## config.mk

```make
export PLATFORM = sky130hd
export DESIGN_NAME = morse_match_engine
export DESIGN_NICKNAME = d
export VERILOG_FILES = /design/src/rtl/morse_match_engine.sv
export SDC_FILE = /design/constraint.sdc
export NUM_CORES = 1
export LEC_CHECK = 0
export ABC_AREA = 1
export CAP_MARGIN = 15
export CORE_UTILIZATION = 30
export CTS_CLUSTER_DIAMETER = 80
export DETAILED_ROUTE_END_ITERATION = 10
export GPL_TIMING_DRIVEN = 1
export MAX_ROUTING_LAYER = met4
export PLACE_DENSITY = 0.52
export SLEW_MARGIN = 0
export SYNTH_ARGS = -nofsm -noshare
export SYNTH_HDL_FRONTEND = slang
export SYNTH_SLANG_ARGS = --single-unit
```

## constraint.sdc

```tcl
create_clock -name clk -period 2.92 [get_ports clk]
set_input_delay 0.292 -clock clk [delete_from_list [all_inputs] [get_ports clk]]
set_output_delay 0.292 -clock clk [all_outputs]
set_load 0.005 [all_outputs]
```

## src/rtl/morse_match_engine.sv

```systemverilog
// Letter-matching game engine: compares decoded letters against a ROM word,
// drives per-letter LEDs and tracks points, misses and high score across four game modes.
module morse_match_engine #(
    parameter int WORD_LEN   = 5,
    parameter int NUM_WORDS  = 32,
    parameter int SCORE_W    = 4,
    parameter int MAX_MISSES = 3,
    localparam int WI_W      = $clog2(NUM_WORDS)
) (
    input  logic                clk,
    input  logic                rst,
    input  logic                start,
    input  logic                letter_valid,
    input  logic [7:0]          ascii_in,
    input  logic [1:0]          mode,
    input  logic                timeout,
    input  logic [WI_W-1:0]     word_sel,
    output logic [WI_W-1:0]     word_idx,
    output logic [3:0]          char_idx,
    input  logic [7:0]          rom_char,
    output logic [WORD_LEN-1:0] letter_leds,
    output logic                match,
    output logic                miss,
    output logic                word_done,
    output logic [SCORE_W-1:0]  points,
    output logic [SCORE_W-1:0]  high_score,
    output logic [3:0]          misses,
    output logic                game_over
);
    localparam logic [1:0] IDLE = 2'd0;
    localparam logic [1:0] LOAD = 2'd1;
    localparam logic [1:0] PLAY = 2'd2;
    localparam logic [1:0] OVER = 2'd3;

    logic [1:0]          r_state;
    logic [1:0]          r_mode;
    logic [WI_W-1:0]     r_word_idx;
    logic [3:0]          r_char_idx;
    logic [WORD_LEN-1:0] r_leds;
    logic                r_match, r_miss, r_word_done;
    logic [SCORE_W-1:0]  r_points, r_high;
    logic [3:0]          r_misses;

    logic                w_eq, w_last, w_do_miss, w_miss_end;
    logic [3:0]          w_miss_nxt;
    logic [SCORE_W-1:0]  w_pts_nxt, w_hs_nxt;
    logic [WORD_LEN-1:0] w_onehot;

    function automatic logic [7:0] fold(input logic [7:0] c);
        return (c >= 8'h61 && c <= 8'h7A) ? c - 8'h20 : c;
    endfunction

    always_comb begin
        w_eq       = fold(ascii_in) == fold(rom_char);
        w_last     = r_char_idx == 4'(WORD_LEN - 1);
        w_miss_nxt = (r_misses == 4'hF) ? 4'hF : r_misses + 4'd1;
        // Timeout in timed mode ends the game outright; elsewhere it is just another miss.
        w_do_miss  = timeout ? (r_mode != 2'd2) : (letter_valid && !w_eq);
        w_miss_end = (r_mode == 2'd3) ||
                     ((r_mode == 2'd1 || r_mode == 2'd2) && w_miss_nxt >= 4'(MAX_MISSES));
        w_pts_nxt  = (r_mode == 2'd0 || r_points == {SCORE_W{1'b1}}) ? r_points
                                                                      : r_points + 1'b1;
        w_hs_nxt   = (r_points > r_high) ? r_points : r_high;
        w_onehot   = WORD_LEN'(1) << r_char_idx;
    end

    always_ff @(posedge clk or negedge rst) begin
        if (!rst) begin
            r_state     <= IDLE;
            r_mode      <= '0;
            r_word_idx  <= '0;
            r_char_idx  <= '0;
            r_leds      <= '0;
            r_match     <= 1'b0;
            r_miss      <= 1'b0;
            r_word_done <= 1'b0;
            r_points    <= '0;
            r_high      <= '0;
            r_misses    <= '0;
        end else begin
            r_match     <= 1'b0;
            r_miss      <= 1'b0;
            r_word_done <= 1'b0;
            if (start) begin
                r_state  <= LOAD;
                r_mode   <= mode;
                r_points <= '0;
                r_misses <= '0;
                r_leds   <= '0;
            end else begin
                case (r_state)
                    LOAD: begin
                        r_word_idx <= word_sel;
                        r_char_idx <= '0;
                        r_leds     <= '0;
                        r_state    <= PLAY;
                    end
                    PLAY: begin
                        if (timeout && r_mode == 2'd2) begin
                            r_state <= OVER;
                            r_high  <= w_hs_nxt;
                        end else if (w_do_miss) begin
                            r_miss   <= 1'b1;
                            r_misses <= w_miss_nxt;
                            if (w_miss_end) begin
                                r_state <= OVER;
                                r_high  <= w_hs_nxt;
                            end
                        end else if (letter_valid) begin
                            r_match    <= 1'b1;
                            r_leds     <= r_leds | w_onehot;
                            r_char_idx <= r_char_idx + 4'd1;
                            if (w_last) begin
                                r_word_done <= 1'b1;
                                r_points    <= w_pts_nxt;
                                r_state     <= LOAD;
                            end
                        end
                    end
                    default: ;
                endcase
            end
        end
    end

    assign word_idx    = r_word_idx;
    assign char_idx    = r_char_idx;
    assign letter_leds = r_leds;
    assign match       = r_match;
    assign miss        = r_miss;
    assign word_done   = r_word_done;
    assign points      = r_points;
    assign high_score  = r_high;
    assign misses      = r_misses;
    assign game_over   = r_state == OVER;
endmodule

```

Word-level counts from Yosys, hierarchy flattened

Index checks and enable logic that the tools add are counted.

Bits in registers: 33
Input bits: 28

Bitwise operators: 2
Add/subtract/negate cells: 5
Equality and inequality tests: 23
Magnitude comparators: 6
Reduce and logical (&&, ||, !) cells: 25
Shifts and indexed selects: 1
Mux-type cells: 50

Operator list:

| kind                  | count |
|---|---|
| $mux W4               | 19 |
| $mux W5               | 4 |
| $ge A8 B7 Y1 const B  | 2 |
| $le A8 B7 Y1 const B  | 2 |
| $mux W1               | 16 |
| $mux W8               | 2 |
| $sub A8 B6 Y8 const B | 2 |
| $ne A5 B5 Y1 const B  | 3 |
| $ne A2 B2 Y1 const B  | 7 |
| $reduce_bool A2 Y1    | 7 |
| $add A4 B1 Y4 const B | 3 |
| $mux W2               | 6 |
| $reduce_and A4 Y1     | 3 |
| $pmux W5 S2           | 1 |
| $ne A3 B3 Y1 const B  | 3 |
| $eq A2 B2 Y1 const B  | 4 |
| $eq A4 B4 Y1 const B  | 2 |
| $eq A8 B8 Y1          | 1 |
| $pmux W4 S2           | 1 |
| $reduce_and A6 Y1     | 1 |
| $logic_and A1 B1 Y1   | 5 |
| $or A5 B5 Y5          | 1 |
| $reduce_and A5 Y1     | 1 |
| $shl A1 B4 Y5 const A | 1 |
| other kinds (12)      | 15 |

Logic depth before layout (Yosys ltp)

Depth after elaboration: 11
Gate-level depth with buffers: 17
Depth with buffers taken out: 17

Worst setup path before layout

Ideal clock, no wire load.

Path kind: register to register
From: register r_mode[0]
To: register r_points[3] (netlist: points[3])
Required time: 2.846 ns
Data arrival time: 1.723 ns
Path slack: 1.124 ns
Cell stages (with the launch flop): 12
Buffers on the path: 0
Setup time: 0.074 ns
Cell sequence: dfrtp_1 inv_1 ha_1 nand2_1 nand2_1 inv_1 nand3b_1 a311oi_4 nand4_1 nand2_1 nand2_1 nor2_1

Cells in the longest elaborated chain, start to end: 4
Elaborated cells between the ends (all ways): 10

Ends and longest elaborated chain:

| item                                 | line | source |
|---|---|---|
| from (decl)                          | 36   | `logic [1:0] r_mode;` |
| from (signal assigned)               | 86   | `r_mode <= mode;` |
| $ne A2 B2 Y1 (tied with other cells) | 58   | `w_do_miss = timeout ? (r_mode != 2'd2) : (letter_valid && !w_eq);` |
| $mux W1 (tied with other cells)      | 58   |  |
| $ne A2 B2 Y1 (no source line)        | -    |  |
| $reduce_and A6 Y1 (no source line) * | -    |  |
| to (signal assigned)                 | 115  | `r_points <= w_pts_nxt;` |
| to (decl)                            | 41   | `logic [SCORE_W-1:0] r_points, r_high;` |

Mark *: on every way between the ends. The rest lies on a longest branch, timed or not.
A chain may end at the register's enable or synchronous reset.

Final worst setup path

From: input port rom_char[2]
To: register r_misses[0] (netlist: misses[0])

Cells in the longest elaborated chain, start to end: 9
Elaborated cells between the ends (all ways): 11

Ends and longest elaborated chain:

| item                                                | line | source |
|---|---|---|
| from (decl)                                         | 20   | `input logic [7:0] rom_char,` |
| $ge A8 B7 Y1 / $le A8 B7 Y1 (equally long branches) | 50   | `return (c >= 8'h61 && c <= 8'h7A) ? c - 8'h20 : c;` |
| $logic_and A1 B1 Y1                                 | 50   |  |
| $mux W8 *                                           | 50   |  |
| $eq A8 B8 Y1 *                                      | 54   | `w_eq = fold(ascii_in) == fold(rom_char);` |
| $logic_not A1 Y1 *                                  | 58   |  |
| $logic_and A1 B1 Y1 *                               | 58   |  |
| $mux W1 *                                           | 58   |  |
| $reduce_bool A2 Y1 (no source line) *               | -    |  |
| $reduce_and A3 Y1 (no source line) *                | -    |  |
| to (signal assigned)                                | 104  | `r_misses <= w_miss_nxt;` |
| to (decl)                                           | 42   | `logic [3:0] r_misses;` |

Marked as above.

==> results.py <==
metrics = {
    "outcome": {
        "status": "finished clean",
    },
    "clock_network": {
        "cts_tree": "built",
        "post_cts_buffers": 0,
        "cts_buffers": 5,
        "ctsHoldBuffers": 0,
        "root_buffer": "clkbuf_8",
        "cts_resized": 0,
        "clockBufferDepth": 2,
        "h-tree-depth": 2,
        "clk_pin_slew_worst_paths_ps": 70,
        "clock_sinks": 33,
        "clock_latency_ps": 290,
    },
    "timing": {
        "tightest_slew_ps": 497,
        "rsz0062_at_grt": "no",
        "max_freq_mhz": 479,
        "clock_skew_ps": 4.37,
        "setup_tns_ps": 0,
        "post-route-period-util_pct": 71.4,
        "maxSlewViolCount": 0,
        "setup_viol": 0,
        "fin_ws_ps": 834,
        "final_hold_viol_count": 0,
        "min_period_ps": 2090,
        "slew_headroom_pct": 66.8,
    },
    "synthesis": {
        "synth-seq-cells": 33,
        "syn_inst": 309,
        "synth_area_per_cell_um2": 7.57,
        "yosysTopAreaCellShare_pct": 35.3,
        "yosysSeqAreaShare_pct": 35.3,
        "synthesis.nets": 353,
        "synth_warnings": 0,
        "synth_area_leader_cell": "dfrtp_1",
        "ys_types": 33,
        "synthTopCellsByArea": "dfrtp_1, nand2_1, ha_1, inv_1, nand3_1",
        "syn-cell-area_um2": 2340,
    },
    "pwr": {
        "powerDensity_nw_per_um2": 616,
        "p_leak_nw": 1.49,
        "vdd_drop_max_v": 0.000278,
    },
    "finish": {
        "insertedDiodeCount": 0,
        "regArea_um2": 826,
        "fin_nets": 417,
        "fin_area_um2": 3160,
        "multi_input_area_um2": 1310,
        "fillers": 783,
        "drive_gt1_share_pct": 10.4,
        "synthToLayoutAreaGrowth_pct": 35.0,
        "fin_cells": 473,
    },
    "grt": {
        "grt-busiest-layer": "met2",
        "grt_usage_pct": 14.9,
        "grt_use_met3_pct": 3.11,
        "grt_pass1_wl_mm": 9.59,
        "grt_overflow": 0,
        "grt_antenna_before_repair": 0,
        "use_met2_pct": 24.2,
        "grt_pass1_vias": 2105,
        "grt_max_degree": 34,
        "grt_use_met1_pct": 18.8,
    },
    "route": {
        "wl_per_cell_um": 11.2,
        "ant_nets": 0,
        "drt_iter0_drc": 113,
        "vias": 2118,
        "route.detailed.drc": 0,
        "viasPerCell": 4.48,
        "wl_mm": 5.30,
        "drt_pass1_iterations": 4,
    },
    "placement": {
        "dp_cells": 465,
        "dpl-instance-area_um2": 3040,
        "port_buffers": 57,
        "post-dp-hpwl_mm": 4.16,
        "post-place-ws_ps": 547,
        "routabilityCongestion": 0.799,
    },
    "worst_setup_path": {
        "timing.rr.end": "points[3]",
        "arrival_ps": 2260,
        "reg2reg_slack_ps": 900,
        "crit_required_ps": 3100,
        "slowest_delay_ps": 540,
        "reg2reg_from": "r_mode[0]",
        "crit_path_start_kind": "primary input",
        "path_max_fanout": 8,
        "r2r_cells": 11,
        "slowest_stage": "clkdlybuf4s50_1",
        "path_cells": "clkdlybuf4s50_1 -> nor2_1 -> nand3_1 -> nand3_1 -> o21ai_0 -> nand2_1 -> nand2_1 -> nand3_2 -> nand2_4 -> nand2_4 -> nand2_8 -> nand2_4 -> nand3_1 -> o21ai_2",
        "setup.worst_path.end_class": "flop",
        "path_class": "in -> reg",
    },
    "floorplanning": {
        "die_h_um": 90.3,
        "die_area_um2": 8160,
        "die_x_um": 90.3,
        "rows": 31,
        "initial_core_util_pct": 31.6,
        "coreArea_um2": 7410,
        "ios": 58,
    },
    "run": {
        "max_cap_viol_count": 0,
    },
    "min_path": {
        "min_path_type": "in -> async",
    },
}
-- cell usage after synthesis, drive strengths merged --
cell type and count:
dfrtp 33, a211oi 1, xnor2 4, nand3 25
clkbuf 1, nand2 84, a21oi 8, buf 1
o31ai 1, nor2 30, a31oi 1, or2 4
inv 52, a311oi 1, nor3 4, ha 16
mux2 5, xor2 2, nand4 12, o21ai 20
o211ai 1, nand3b 3
-- worst max path at each step --
stage / from / to / depth (start not counted)
2_1_floorplan: r_mode[0] / points[3] / 11
3_3_place_gp: rom_char[5] / misses[2] / 14
3_5_place_dp: rom_char[2] / misses[1] / 14
4_1_cts: rom_char[2] / misses[1] / 14
5_1_grt: rom_char[6] / misses[0] / 14
6_report: rom_char[2] / misses[0] / 14
-- kinds of logic (layout without fill, tap and decap cells) --
kind of cell    after synthesis  count (layout)  share of synthesized area, %
flops                        33              33                          35.3
xor+xnor                      6               6                          2.25
mux                           5               5                          2.41
fa+ha+maj                    16              16                          8.56
compound gates               33              33                          9.47
buf+inv                      54             119                          8.66
simple gates                162             162                          33.4
-- state kept, by name (all words and copies together), names as in the netlist --
name         flops
char_idx         4
high_score       4
letter_leds      5
match            1
miss             1
misses           4
points           4
r_mode           2
r_state          2
word_done        1
word_idx         5
-- where the power goes --
group,internal (W),switching (W),total (W),leakage [nW]
Clock,0.000278,0.000175,0.000453,0.0585
Sequential,0.000570,0.0000915,0.000661,0.434
Combinational,0.000418,0.000413,0.000832,1.00
Total,0.00127,0.000680,0.00195,1.49
-- per-layer routing --
layer	part of all wire, %	wire length (um)
met2	47	2470
met1	48	2570
met5	0	0
met4	1.2	63
met3	3.8	199
-- area by class of cell --
type                            count  share of cell area [%]
Multi-Input combinational cell    222                    41.5
Sequential cell                    33                    26.1
Timing Repair Buffer               59                    18.5
Inverter                           52                    6.18
Tap cell                           99                    3.92
Clock buffer                        7                    2.73
Clock inverter                      1                   0.951
-- metrics by stage --
stage / utilization (%) / hold WS (ps) / total power (W)
CTS: 42.6 / 436 / 0.00198
finish: 42.6 / 412 / 0.00195
floorplan: - / -3.59 / 0.00114
detailed placement: 41.1 / 486 / 0.00152
global route: 42.6 / 457 / 0.00212
global placement: 41.1 / 488 / 0.00151
-- cells in the final DEF (no fill, tap or decap), types with 3 or more instances in the layout --
cell type / count
inv_1: 51
clkdlybuf4s50_1: 57
or2_2: 3
dfrtp_1: 33
clkbuf_8: 6
a21oi_1: 8
nand4_1: 11
o21ai_2: 4
ha_1: 16
nand2_1: 77
mux2_2: 5
nand2_4: 4
nor3_1: 4
o21ai_0: 15
nand3b_1: 3
xnor2_1: 4
nor2_2: 4
nand3_1: 23
nor2_1: 25
-- critical path: cells and delay by family --
kind,cells,cell delay (ps)
buf+inv,1,540
compound gates,2,340
simple gates,11,1080
Power figures use the tool's default switching activity.
